[src/rtl/seq_divider.sv]
// seq_divider: multi-cycle signed restoring divider (DIV) for the multicycle MIPS core.
// One quotient bit per clock, followed by a sign-fixup cycle and a one-cycle done pulse.
// Optional build macro DIVIDER_UNSIGNED_EN adds op_unsigned_i (DIVU): operands are
// taken as raw unsigned magnitudes and no sign correction is applied.
module seq_divider #(
  parameter int WIDTH = 32
) (
  input  logic             clk_i,
  input  logic             reset_i,
  input  logic             start_i,
`ifdef DIVIDER_UNSIGNED_EN
  input  logic             op_unsigned_i,
`endif
  input  logic [WIDTH-1:0] dividend_i,
  input  logic [WIDTH-1:0] divisor_i,
  output logic             busy_o,
  output logic             done_o,
  output logic             div_zero_o,
  output logic [WIDTH-1:0] quotient_o,
  output logic [WIDTH-1:0] remainder_o
);

  localparam int CW = $clog2(WIDTH);

  typedef enum logic [1:0] {IDLE, CALC, SIGN, DONE} state_e;

  state_e           state_q, state_d;
  logic [WIDTH-1:0] rem_q, rem_d;   // partial remainder
  logic [WIDTH-1:0] quo_q, quo_d;   // dividend shifting out / quotient shifting in
  logic [WIDTH-1:0] dvs_q, dvs_d;   // divisor magnitude
  logic [WIDTH-1:0] q_q, q_d;       // committed quotient
  logic [WIDTH-1:0] r_q, r_d;       // committed remainder
  logic [CW-1:0]    cnt_q, cnt_d;
  logic             negq_q, negq_d; // negate quotient in SIGN
  logic             negr_q, negr_d; // negate remainder in SIGN
  logic             dz_q, dz_d;

  logic             uns;
  logic             sgn_a, sgn_b;
  logic [WIDTH-1:0] mag_a, mag_b;
  logic [WIDTH:0]   shifted;
  logic [WIDTH+1:0] trial;
  logic             trial_unused;

`ifdef DIVIDER_UNSIGNED_EN
  assign uns = op_unsigned_i;
`else
  assign uns = 1'b0;
`endif

  // Operand magnitudes; INT_MIN maps to 2^(WIDTH-1) as an unsigned magnitude.
  assign sgn_a = dividend_i[WIDTH-1] & ~uns;
  assign sgn_b = divisor_i[WIDTH-1] & ~uns;
  assign mag_a = sgn_a ? -dividend_i : dividend_i;
  assign mag_b = sgn_b ? -divisor_i : divisor_i;

  // Restoring step: the shifted remainder can exceed WIDTH bits, so the trial
  // subtraction carries an extra bit plus a sign bit.
  assign shifted      = {rem_q, quo_q[WIDTH-1]};
  assign trial        = {1'b0, shifted} - {2'b00, dvs_q};
  assign trial_unused = trial[WIDTH];

  // Next-state and datapath update for every register.
  always_comb begin
    state_d = state_q;
    rem_d   = rem_q;
    quo_d   = quo_q;
    dvs_d   = dvs_q;
    q_d     = q_q;
    r_d     = r_q;
    cnt_d   = cnt_q;
    negq_d  = negq_q;
    negr_d  = negr_q;
    dz_d    = dz_q;
    unique case (state_q)
      IDLE: begin
        if (start_i) begin
          if (divisor_i == '0) begin
            dz_d    = 1'b1;
            state_d = DONE;
          end else begin
            rem_d   = '0;
            quo_d   = mag_a;
            dvs_d   = mag_b;
            negq_d  = sgn_a ^ sgn_b;
            negr_d  = sgn_a;
            cnt_d   = CW'(WIDTH - 1);
            dz_d    = 1'b0;
            state_d = CALC;
          end
        end
      end
      CALC: begin
        if (!trial[WIDTH+1]) begin
          rem_d = trial[WIDTH-1:0];
          quo_d = {quo_q[WIDTH-2:0], 1'b1};
        end else begin
          rem_d = shifted[WIDTH-1:0];
          quo_d = {quo_q[WIDTH-2:0], 1'b0};
        end
        cnt_d = cnt_q - CW'(1);
        if (cnt_q == '0) state_d = SIGN;
      end
      SIGN: begin
        q_d     = negq_q ? -quo_q : quo_q;
        r_d     = negr_q ? -rem_q : rem_q;
        state_d = DONE;
      end
      DONE:    state_d = IDLE;
      default: state_d = IDLE;
    endcase
  end

  // FSM state register.
  always_ff @(posedge clk_i) begin
    if (reset_i) state_q <= IDLE;
    else         state_q <= state_d;
  end

  // Datapath and result registers.
  always_ff @(posedge clk_i) begin
    if (reset_i) begin
      rem_q  <= '0;
      quo_q  <= '0;
      dvs_q  <= '0;
      q_q    <= '0;
      r_q    <= '0;
      cnt_q  <= '0;
      negq_q <= 1'b0;
      negr_q <= 1'b0;
      dz_q   <= 1'b0;
    end else begin
      rem_q  <= rem_d;
      quo_q  <= quo_d;
      dvs_q  <= dvs_d;
      q_q    <= q_d;
      r_q    <= r_d;
      cnt_q  <= cnt_d;
      negq_q <= negq_d;
      negr_q <= negr_d;
      dz_q   <= dz_d;
    end
  end

  assign busy_o      = (state_q == CALC) || (state_q == SIGN);
  assign done_o      = (state_q == DONE);
  assign div_zero_o  = dz_q;
  assign quotient_o  = q_q;
  assign remainder_o = r_q;

endmodule

[config.mk]
export PLATFORM = sky130hd
export DESIGN_NAME = seq_divider
export DESIGN_NICKNAME = d
export VERILOG_FILES = /design/src/rtl/seq_divider.sv
export SDC_FILE = /design/constraint.sdc
export NUM_CORES = 1
export LEC_CHECK = 0
export ABC_AREA = 1
export CORE_MARGIN = 8
export CORE_UTILIZATION = 55
export DETAILED_ROUTE_END_ITERATION = 8
export PLACE_DENSITY = 0.89
export SLEW_MARGIN = 15
export SYNTH_ARGS = -nofsm -noshare
export SYNTH_HDL_FRONTEND = slang
export SYNTH_SLANG_ARGS = --single-unit
[constraint.sdc]
create_clock -name clk_i -period 2.9 [get_ports clk_i]
set_clock_uncertainty 0.2 [all_clocks]
set_input_delay 0.87 -clock clk_i [delete_from_list [all_inputs] [get_ports clk_i]]
set_output_delay 0.87 -clock clk_i [all_outputs]
set_load 0.02 [all_outputs]
### Word-level counts from Yosys, hierarchy flattened

Index checks and enable logic that the tools add are counted.

* output and inout port bits: 67
* input bits: 67
* logic and storage cells: 53
* flip-flop bits (word level): 170

* add/subtract/negate cells: 6
* equality and inequality tests: 6
* bitwise operators: 2
* muxes and demuxes: 20
* reduce and logical (&&, ||, !) cells: 9

Operators with widths (count)
* two-way mux 32 bit: 9
* negator 32 bit: 4
* case mux 32 bit (2 select lines): 2
* subtractor 33 x 32 -> 34 bit: 1
* zero test 32 bit: 1
* two-way mux 5 bit: 2
* case mux 5 bit (2 select lines): 1
* case mux 2 bit (4 select lines): 1
* two-way mux 2 bit: 3
* inequality test 2 bit, second input constant: 3
* AND reduction 3 bit: 2
* zero test 5 bit: 1
* subtractor 5 x 1 -> 5 bit, second input constant: 1
* equality test 2 bit, second input constant: 2
* AND reduction 2 bit: 2
* equality test 2 x 1 -> 1 bit, second input constant: 1
* zero test 2 bit: 1
* two-way mux 1 bit: 2
* nonzero test 2 bit: 1
* logical OR 1 bit: 1
* NOT 1 bit: 1
* bitwise XOR 1 bit: 1

### Depth between registers and ports, before layout

Gate-level depths: netlist (run 1).

* depth in word-level cells: 5
* gate-level depth with buffers: 17
* depth with buffers taken out: 16

### Least setup slack after synthesis (run 1)

No wires, ideal clock.

* kind: input port to flip-flop
* start point: input port divisor_i[0]
* end point: register cnt_q[1]
* stages on the path: 12
* required time: 2571 ps
* data arrival time: 2282 ps
* path buffers: 1
* setup time: 129 ps
* setup slack: 290 ps
* path through: inv_1 -> ha_1 -> nand3_2 -> nor2_2 -> nand3_1 -> o21ai_2 -> nor2_4 -> inv_2 -> nand2_1 -> clkbuf_1 -> o21ai_0 -> a21oi_1

* word-level cells in the longest chain between the ends: 3

Ends and longest elaborated chain
* start: declaration: RTL line 15 `input logic [WIDTH-1:0] divisor_i,`
* zero test 32 bit: RTL line 78 `if (divisor_i == '0) begin`
* inequality test 2 bit (no line)
* AND reduction 3 bit (no line)
* end signal: assignment: RTL line 138 `cnt_q <= cnt_d;`
* end: declaration: RTL line 33 `logic [CW-1:0] cnt_q, cnt_d;`

Every way passes these cells.
A chain may end at the register's enable or synchronous reset.

### Worst setup path after layout (run 1)

* start point: input port divisor_i[1]
* end point: register rem_q[16]

* word-level cells in the longest chain between the ends: 3

Ends and longest elaborated chain
* zero test 32 bit: RTL line 78
* inequality test 2 bit (no line)
* AND reduction 3 bit (no line)
* end signal: assignment: RTL line 133 `rem_q <= rem_d;`
* end: declaration: RTL line 28 `logic [WIDTH-1:0] rem_q, rem_d;`

Every way passes these cells.

==> results.sh, run 1 <==
export IMPL_core_area_mm2=0.02250
export IMPL_hold_class="flip-flop to flip-flop"
export IMPL_nFillCells=1900
export IMPL_antenna_found_initial=0
export IMPL_viasPerCell=5.622
export IMPL_synth_edff_count=0
export IMPL_dp_hpwl_um=32820
export IMPL_drc=0
export IMPL_grt_max_degree=102
export IMPL_num_vias=14520
export IMPL_grt_overflow=0
export IMPL_cp_num_buf_inv=4
export IMPL_fp_row_count=55
export IMPL_routed_wl_um=42760
export IMPL_grt_first_pass_wirelength_um=68810
export IMPL_clk_latency_ps=440
export IMPL_cts_tree="done"
export IMPL_ys_ff_latch=170
export IMPL_grtUsageTotal=0.2989
export IMPL_timing_final_ws_setup_ps=76.29
export IMPL_r2r_start="rem_q[18]"
export IMPL_power_density_mw_per_mm2=974.5
export IMPL_rrSetupSlack_ps=130
export IMPL_status="complete, no violations"
export IMPL_min_to="cnt_q[0]"
export IMPL_period_share=0.9737
export IMPL_place_gp_congestion=0.9944
export IMPL_die_area_mm2=0.02790
export IMPL_max_slew_margin=0.5605
export IMPL_grt_util_met3=0.03972
export IMPL_cp_start_kind="input pin"
export IMPL_clock_sinks=170
export IMPL_first_iter_violations=1807
export IMPL_die_h_um=167.0
export IMPL_period_needed_ps=2824
export IMPL_power_total_mw=15.18
export IMPL_drv_slew=0
export IMPL_cp_common_cell="nor2_4"
export IMPL_h_tree_depth=4
export IMPL_seq_area_frac_synth=0.2712
export IMPL_critical_path_class="input pin to flip-flop"
export IMPL_cts_path_max_buffers=2
export IMPL_syn_inst=2093
export IMPL_initial_core_util=0.5576
export IMPL_critical_path_top_delay_family="buffers and inverters"
export IMPL_antenna_cells=0
export IMPL_tightestPinTransition_ps=658.5
export IMPL_hold_path_depth=1
export IMPL_busiest_layer="met2"
export IMPL_finalNetCount=2395
export IMPL_placedCellCount=2548
export IMPL_root_buffer="clkbuf_16"
export IMPL_place_ws_ps=-389.4
export IMPL_setup_viol=0
export IMPL_r2r_end="rem_q[16]"
export IMPL_fin_util=0.6922
export IMPL_cellLeakagePower_nw=7.714
export IMPL_synth_nets=2204
export IMPL_synth_async_reset_ratio=0
export IMPL_multi_input_area_mm2=0.007647
export IMPL_cp_arrival_ps=2970
export IMPL_path_cells="clkdlybuf4s50_1 > inv_1 > ha_2 > nand3_2 > nor2_4 > nand3_1 > o21ai_2 > nor2_4 > a21oi_4 > buf_12 > clkbuf_16 > nand2_1 > a21oi_1"
export IMPL_avgSynthCellArea_um2=5.995
export IMPL_finalHoldViolCount=0
export IMPL_use_met2=0.5048
export IMPL_endpoint_kind="flip-flop"
export IMPL_grtUsageMet1=0.3662
export IMPL_cp_required_ps=3050
export IMPL_synthToLayoutAreaGrowth_pct=24.14
export IMPL_drtAntennaViolNets=0
export IMPL_mappedNetlistArea_mm2=0.01255
export IMPL_fmax_mhz=354.1
export IMPL_path_clk_slew_ps=70
export IMPL_ios=134
export IMPL_cp_max_fo=18
export IMPL_slowest_stage="clkdlybuf4s50_1"
export IMPL_yosys_warnings=0
export IMPL_grt_pass1_vias=13730
export IMPL_layout_drive_gt1_share=0.07793
export IMPL_ff2ff_path_depth=13
export IMPL_die_x_um=167.0
export IMPL_synth_flop_cell="dfxtp_1"
export IMPL_yosysUniqueCellTypes=47
export IMPL_max_cap_violations=0
export IMPL_port_buffer_count=133
export IMPL_regArea_mm2=0.003403
export IMPL_final_cell_count_no_fill=2582
export IMPL_cpPeakStageDelay_ps=420
export IMPL_firstDrtPassIters=6
export IMPL_hold_start="cnt_q[0]"
export IMPL_cts_buffers_inserted=17
export IMPL_peakVddDrop_mv=0.8675
export IMPL_setup_tns_ps=0
export IMPL_detail_route_wl_per_cell_um=16.56
==> flip-flops by register name, indices dropped and copies added (netlist names) <==
register	flops
remainder_o	32
div_zero_o	1
cnt_q	5
negr_q	1
state_q	2
quo_q	32
negq_q	1
quotient_o	32
dvs_q	32
rem_q	32
==> where the power goes <==
part / switching (mW) / internal [mW]
sequential: 0.628 / 3.00
combinational: 5.81 / 3.33
clock: 1.08 / 1.33
==> layout by cell type (no fill, tap or decap), types with 3 or more instances in the layout <==
cell type / count
a31oi_1: 4
nor4_1: 10
clkbuf_16: 18
a21oi_1: 146
inv_2: 3
o221ai_1: 19
inv_1: 310
o31ai_1: 3
a22oi_1: 5
nand3b_1: 17
clkinv_4: 3
nor2_1: 242
clkdlybuf4s50_1: 131
dfxtp_1: 170
o211ai_1: 20
nand3_1: 158
and2_1: 4
or2_2: 5
buf_4: 110
nand2_1: 532
o21ai_0: 167
o21bai_1: 3
nor3_1: 22
ha_1: 41
inv_6: 5
xor2_1: 53
nand4_1: 21
xnor2_1: 24
buf_12: 10
nor2_2: 4
==> synthesized netlist by cell type, types with 3 or more instances <==
cell type  number  area share
a21oi_1       148       0.059
a22oi_1         5      0.0030
a31oi_1         4      0.0020
and2_1          4      0.0020
buf_1           8      0.0024
buf_2          10      0.0040
buf_6           4      0.0036
clkbuf_1       59       0.018
dfxtp_1       170        0.27
ha_1           43       0.043
inv_1         311       0.093
nand2_1       532        0.16
nand3_1       158       0.063
nand3b_1       17       0.010
nand4_1        21       0.010
nor2_1        245       0.073
nor3_1         22      0.0088
nor4_1         10      0.0050
o211ai_1       20       0.012
o21ai_0       168       0.067
o21bai_1        3      0.0018
o221ai_1       19       0.013
o31ai_1         3      0.0018
or2_2           5      0.0025
xnor2_1        24       0.017
xor2_1         53       0.037
==> logic make-up after synthesis <==
| family | synth area share |
|---|---|
| adder cells (fa/ha/maj) | 0.04447 |
| AND/OR/NAND/NOR | 0.3405 |
| flip-flops | 0.2712 |
| buffers and inverters | 0.1221 |
| XOR/XNOR | 0.05374 |
| AO/OA/AOI/OAI | 0.1679 |
==> per-layer routing <==
metal	wire, um	vias up
li1	-	7116
met1	17550	6523
met2	19930	743
met3	3146	134
met4	2140	0
met5	0	-
==> what timing repair did <==
action                     4_1_cts  5_1_grt
gates cloned                     0        1
gates resized for setup          2        6
hold buffers                     0        0
setup buffers                    0        1
pin swaps                        0        2
setup endpoints to repair        2       66
hold endpoints to repair         0        0
==> worst max-delay path by stage <==
stage / startpoint / end / slack (ps) / cells after the start
detailed placement: divisor_i[1] / cnt_q[4] / -390 / 12
CTS: divisor_i[1] / rem_q[7] / 5 / 12
global placement: divisor_i[0] / rem_q[18] / -240 / 12
finish: divisor_i[1] / rem_q[16] / 80 / 13
global route: rem_q[18] / rem_q[16] / -10 / 13
floorplan: divisor_i[0] / cnt_q[1] / 290 / 12
==> cell type report <==
cell class,count,area share
multi-input combinational,1527,0.4909
sequential,170,0.2185
timing repair buffer,254,0.1525
inverter,314,0.07566
clock buffer,18,0.02819
tap,285,0.02289
clock inverter,14,0.01133
==> per-stage QoR <==
| stage | cell area [um^2] | hold slack [ps] |
|---|---|---|
| after floorplan | 12550 | 222.3 |
| after global placement | 14900 | 233.9 |
| after detailed placement | 14900 | 248.3 |
| after CTS | 15510 | 263.2 |
| after global routing | 15580 | 293.2 |
| final | 15580 | 262.4 |
(Power assumes the default switching activity.)
==> run 2: changes to the inputs <==
--- a/config.mk
+++ b/config.mk
@@ -10,6 +10,7 @@
 export CORE_UTILIZATION = 55
 export DETAILED_ROUTE_END_ITERATION = 8
 export PLACE_DENSITY = 0.89
+export RECOVER_POWER = 100
 export SLEW_MARGIN = 15
 export SYNTH_ARGS = -nofsm -noshare
 export SYNTH_HDL_FRONTEND = slang
==> results.sh, run 2 (same netlist as run 1, synthesis figures left out) <==
export IMPL_die_h_um=167.0
export IMPL_grt_max_degree=102
export IMPL_finalHoldViolCount=0
export IMPL_num_vias=14540
export IMPL_fmax_mhz=350.1
export IMPL_grt_overflow=0
export IMPL_power_density_mw_per_mm2=966.5
export IMPL_antenna_cells=0
export IMPL_die_area_mm2=0.02790
export IMPL_antenna_found_initial=0
export IMPL_clock_sinks=170
export IMPL_drv_slew=0
export IMPL_drtAntennaViolNets=0
export IMPL_design_area_mm2=0.01552
export IMPL_cts_tree="done"
export IMPL_cp_arrival_ps=3000
export IMPL_grt_first_pass_wirelength_um=68810
export IMPL_power_switching_mw=7.492
export IMPL_die_x_um=167.0
export IMPL_viasPerCell=5.630
export IMPL_clk_latency_ps=440
export IMPL_tightestPinTransition_ps=1036
export IMPL_detail_route_wl_per_cell_um=16.55
export IMPL_cts_buffers_inserted=17
export IMPL_cellLeakagePower_nw=7.887
export IMPL_placed_area_mm2=0.01490
export IMPL_initial_core_util=0.5576
export IMPL_endpoint_kind="flip-flop"
export IMPL_grtUsageTotal=0.2989
export IMPL_setup_tns_ps=0
export IMPL_dp_hpwl_um=32820
export IMPL_first_iter_violations=1854
export IMPL_synthToLayoutAreaGrowth_pct=23.69
export IMPL_max_slew_margin=0.3092
export IMPL_cp_required_ps=3050
export IMPL_layout_drive_gt1_share=0.07575
export IMPL_status="complete, no violations"
export IMPL_critical_path_class="input pin to flip-flop"
export IMPL_fin_util=0.6897
export IMPL_swShare=0.4994
export IMPL_hold_class="flip-flop to flip-flop"
export IMPL_routed_wl_um=42750
export IMPL_cp_max_fo=18
export IMPL_p_comb_frac=0.598
export IMPL_period_needed_ps=2856
export IMPL_finalNetCount=2395
export IMPL_drc=0
export IMPL_cp_start_kind="input pin"
export IMPL_path_clk_slew_ps=70
export IMPL_internal_power_mw=7.510
export IMPL_h_tree_depth=4
export IMPL_final_cell_mix="nand2_1, inv_1, nor2_1"
export IMPL_place_gp_congestion=0.9944
export IMPL_grt_pass1_vias=13730
export IMPL_clkPwrFrac=0.160
export IMPL_cts_path_max_buffers=2
export IMPL_seqPwrFrac=0.241
export IMPL_core_area_mm2=0.02250
export IMPL_fp_row_count=55
export IMPL_root_buffer="clkbuf_16"
export IMPL_period_share=0.9850
export IMPL_placedCellCount=2548
export IMPL_firstDrtPassIters=6
export IMPL_final_cell_count_no_fill=2582
export IMPL_max_cap_violations=0
export IMPL_ios=134
export IMPL_peakVddDrop_mv=0.8071
export IMPL_hold_slack_ps=266.4
export IMPL_setup_viol=0
export IMPL_port_buffer_count=133
export IMPL_nFillCells=1916
export IMPL_layout_commonest_cell="nand2_1"
-- run 2: cell count changes in the layout (fill, tap and decap cells not counted), sizes merged --
cell	delta
clkdlybuf4s50	-66
dlygate4sd3	+66
buf	-5
clkbuf	+5
-- run 2: critical path, stage by stage --
cell and delay, ps:
clkdlybuf4s50_1 420, inv_1 100, ha_1 210, nand3_2 120, nor2_4 140, nand3_1 130
o21ai_2 200, nor2_4 70, a21oi_4 150, buf_12 150, buf_6 190, nand2_1 70
a21oi_1 190
-- run 2: power by group through the flow --
stage	clock network (mW)	registers, mW	logic, mW
global placement	0	3.61	8.62
floorplan	0	3.79	5.74
global route	2.49	3.68	9.95
CTS	2.40	3.60	8.88
finish	2.41	3.62	8.98
detailed placement	0	3.64	8.81
-- run 2: final timing paths --
| path | from | end | slack, ps | cells after the start |
|---|---|---|---|---|
| max | divisor_i[1] | rem_q[16] | 40 | 13 |
| min | cnt_q[0] | cnt_q[0] | 270 | 1 |
| max reg2reg | quo_q[31] | rem_q[28] | 130 | 15 |
| min reg2reg | cnt_q[0] | cnt_q[0] | 270 | 1 |
-- run 2: metal layers --
metal / vias to the layer above / global-route usage / wire [um]
met5: - / 0 / 0
met4: 0 / 0.1555 / 2119
met3: 124 / 0.03972 / 3078
met2: 705 / 0.5048 / 19890
met1: 6588 / 0.3662 / 17650
li1: 7119 / - / -
-- run 2: cell type report --
cell class / instances / area, um^2 / area share
inverter: 314 / 1179 / 0.07594
multi-input combinational: 1527 / 7642 / 0.4924
clock inverter: 14 / 176.4 / 0.01137
clock buffer: 18 / 439.2 / 0.02830
tap: 285 / 356.6 / 0.02297
sequential: 170 / 3403 / 0.2193
timing repair buffer: 254 / 2325 / 0.1498
-- run 2: timing repair --
action	CTS	global route
endpoints found under the setup margin	2	66
pin swaps	0	2
hold buffers	0	0
setup buffers	0	1
gates resized for setup	2	6
cloned	0	1
-- run 2: stage by stage --
stage	total power, mW	setup WS, ps
final	15.00	43.51
after global routing	16.13	-50.71
after CTS	14.89	5.102
after detailed placement	12.44	-389.4
after global placement	12.23	-237.3
after floorplan	9.530	289.6
==> run 3: changes to the inputs <==
--- a/config.mk
+++ b/config.mk
@@ -7,9 +7,9 @@
 export LEC_CHECK = 0
 export ABC_AREA = 1
 export CORE_MARGIN = 8
-export CORE_UTILIZATION = 55
+export CORE_UTILIZATION = 35
 export DETAILED_ROUTE_END_ITERATION = 8
-export PLACE_DENSITY = 0.89
+export PLACE_DENSITY = 0.65
 export RECOVER_POWER = 100
 export SLEW_MARGIN = 15
 export SYNTH_ARGS = -nofsm -noshare
==> constraint.sdc (replaced) <==
create_clock -name clk_i -period 2.9 [get_ports clk_i]
set_clock_uncertainty 0.2 [all_clocks]
set_input_delay 0.87 -clock clk_i [delete_from_list [all_inputs] [get_ports clk_i]]
set_output_delay 0.87 -clock clk_i [all_outputs]
set_load 0.01 [all_outputs]
==> results.sh, run 3 (same netlist as run 1, synthesis figures left out) <==
export IMPL_drv_slew=0
export IMPL_grt_first_pass_wirelength_um=68530
export IMPL_placed_area_mm2=0.01530
export IMPL_viasPerCell=4.995
export IMPL_detail_route_wl_per_cell_um=15.35
export IMPL_cp_arrival_ps=2860
export IMPL_first_iter_violations=1221
export IMPL_final_cell_mix="nand2_1, inv_1, nor2_1"
export IMPL_grtUsageTotal=0.2009
export IMPL_port_buffer_count=133
export IMPL_clock_sinks=170
export IMPL_layout_drive_gt1_share=0.08200
export IMPL_tightestPinTransition_ps=1031
export IMPL_clk_latency_ps=440
export IMPL_root_buffer="clkbuf_16"
export IMPL_cpPeakStageDelay_ps=420
export IMPL_cp_num_buf_inv=2
export IMPL_num_vias=13880
export IMPL_fmax_mhz=365.6
export IMPL_min_to="cnt_q[2]"
export IMPL_drc=0
export IMPL_ios=134
export IMPL_setup_tns_ps=0
export IMPL_path_cells="inv_1 > ha_1 > fa_1 > inv_1 > nand3_1 > nand2_1 > nand2_1 > nand2_1 > nand2_1 > nand2_1 > nand2_1 > nand3_1 > nand3_1 > nand2_1 > a21oi_1"
export IMPL_drtAntennaViolNets=0
export IMPL_die_h_um=205.3
export IMPL_grt_overflow=0
export IMPL_cellLeakagePower_nw=7.956
export IMPL_critical_path_class="flip-flop to flip-flop"
export IMPL_core_area_mm2=0.03548
export IMPL_hold_slack_ps=265.7
export IMPL_h_tree_depth=4
export IMPL_grt_pass1_vias=13140
export IMPL_period_share=0.9431
export IMPL_r2r_end="rem_q[28]"
export IMPL_initial_core_util=0.3536
export IMPL_ff2ff_path_depth=15
export IMPL_max_cap_violations=0
export IMPL_firstDrtPassIters=5
export IMPL_finalNetCount=2415
export IMPL_nFillCells=3693
export IMPL_grt_max_degree=111
export IMPL_fp_row_count=69
export IMPL_routed_wl_um=42640
export IMPL_design_area_mm2=0.01583
export IMPL_place_gp_congestion=0.9397
export IMPL_hold_class="flip-flop to flip-flop"
export IMPL_cp_max_fo=4
export IMPL_cp_start_kind="flip-flop"
export IMPL_status="complete, no violations"
export IMPL_die_area_mm2=0.04217
export IMPL_dp_hpwl_um=34190
export IMPL_cp_common_cell="nand2_1"
export IMPL_die_x_um=205.3
export IMPL_critical_path_top_delay_family="simple AND/OR/NAND/NOR gates"
export IMPL_synthToLayoutAreaGrowth_pct=26.18
export IMPL_antenna_cells=0
export IMPL_power_density_mw_per_mm2=915.1
export IMPL_cts_path_max_buffers=2
export IMPL_postCtsSetupRepairBufs=0
export IMPL_hold_start="cnt_q[2]"
export IMPL_setup_viol=0
export IMPL_rsz0062_at_grt="false"
export IMPL_cp_required_ps=3020
export IMPL_max_slew_margin=0.3124
export IMPL_antenna_found_initial=0
export IMPL_finalHoldViolCount=0
export IMPL_rrSetupSlack_ps=160
export IMPL_hold_path_depth=2
export IMPL_path_clk_slew_ps=80
export IMPL_cts_buffers_inserted=17
export IMPL_endpoint_kind="flip-flop"
export IMPL_layout_commonest_cell="nand2_1"
export IMPL_peakVddDrop_mv=0.4694
export IMPL_slowest_stage="fa_1"
export IMPL_r2r_start="quo_q[31]"
export IMPL_period_needed_ps=2735
export IMPL_cts_tree="done"
run 3: cell types whose count changed in the layout (fill, tap and decap cells not counted), sizes merged:
| cell | change |
|---|---|
| clkbuf | +3 |
| inv | +2 |
| clkinvlp | +1 |
| clkdlybuf4s50 | -1 |
| bufinv | -2 |
| buf | +19 |
| dlygate4sd2 | -1 |
| clkinv | -2 |
| dlygate4sd3 | +1 |
run 3: tightest hold or removal path: cells and delay by family (launching register included):
kind | cells | cell delay [ps]
AOI/OAI and AO/OA | 1 | 50
DFF | 1 | 310
and+or+nand+nor | 1 | 60
run 3: how the worst max path moves through the flow:
| stage | startpoint | to | cells past startpoint |
|---|---|---|---|
| 2_1_floorplan | divisor_i[0] | cnt_q[1] | 12 |
| 3_3_place_gp | divisor_i[0] | quo_q[24] | 13 |
| 3_5_place_dp | divisor_i[0] | rem_q[19] | 12 |
| 4_1_cts | state_q[0] | busy_o | 3 |
| 5_1_grt | quo_q[31] | rem_q[24] | 16 |
| 6_report | quo_q[31] | rem_q[28] | 15 |
run 3: power breakdown:
part	total, mW	internal (mW)	switching, mW
clock network	2.27	1.16	1.10
registers	3.65	3.00	0.651
logic	8.57	3.16	5.41
total	14.5	7.33	7.16
run 3: metrics by stage:
step | power (mW) | instances | utilization | setup slack (ps)
finish | 14.49 | 2778 | 0.4462 | 164.9
global route | 15.78 | 2778 | 0.4462 | 1.468
CTS | 14.64 | 2778 | 0.4472 | 4.792
detailed placement | 12.34 | 2746 | 0.4311 | -366.0
global placement | 12.20 | 2746 | 0.4311 | -263.4
floorplan | 9.312 | 2093 | - | 289.6
run 3: routing by layer:
metal / wire [um] / up-vias / global-route usage
met4: 1032 / 0 / 0.06382
met5: 0 / - / 0
met3: 2161 / 53 / 0.02834
li1: - / 7156 / -
met1: 19800 / 6318 / 0.2649
met2: 19650 / 348 / 0.3343
run 3: cell type report:
type / count / area, um^2 / share of cell area
multi-input cells: 1527 / 7642 / 0.4827
inverters: 314 / 1179 / 0.07444
well taps: 461 / 576.8 / 0.03643
repair buffers: 274 / 2464 / 0.1556
clock buffers: 19 / 442.9 / 0.02797
flip-flops and latches: 170 / 3405 / 0.2150
clock inverters: 13 / 125.1 / 0.007902
run 3: repair_timing:
item                                   in CTS  in global routing
setup endpoints to repair                   1                 75
endpoints found under the hold margin       0                  0
pin swaps                                   0                  1
hold buffers                                0                  0
resized for setup                           1                 11
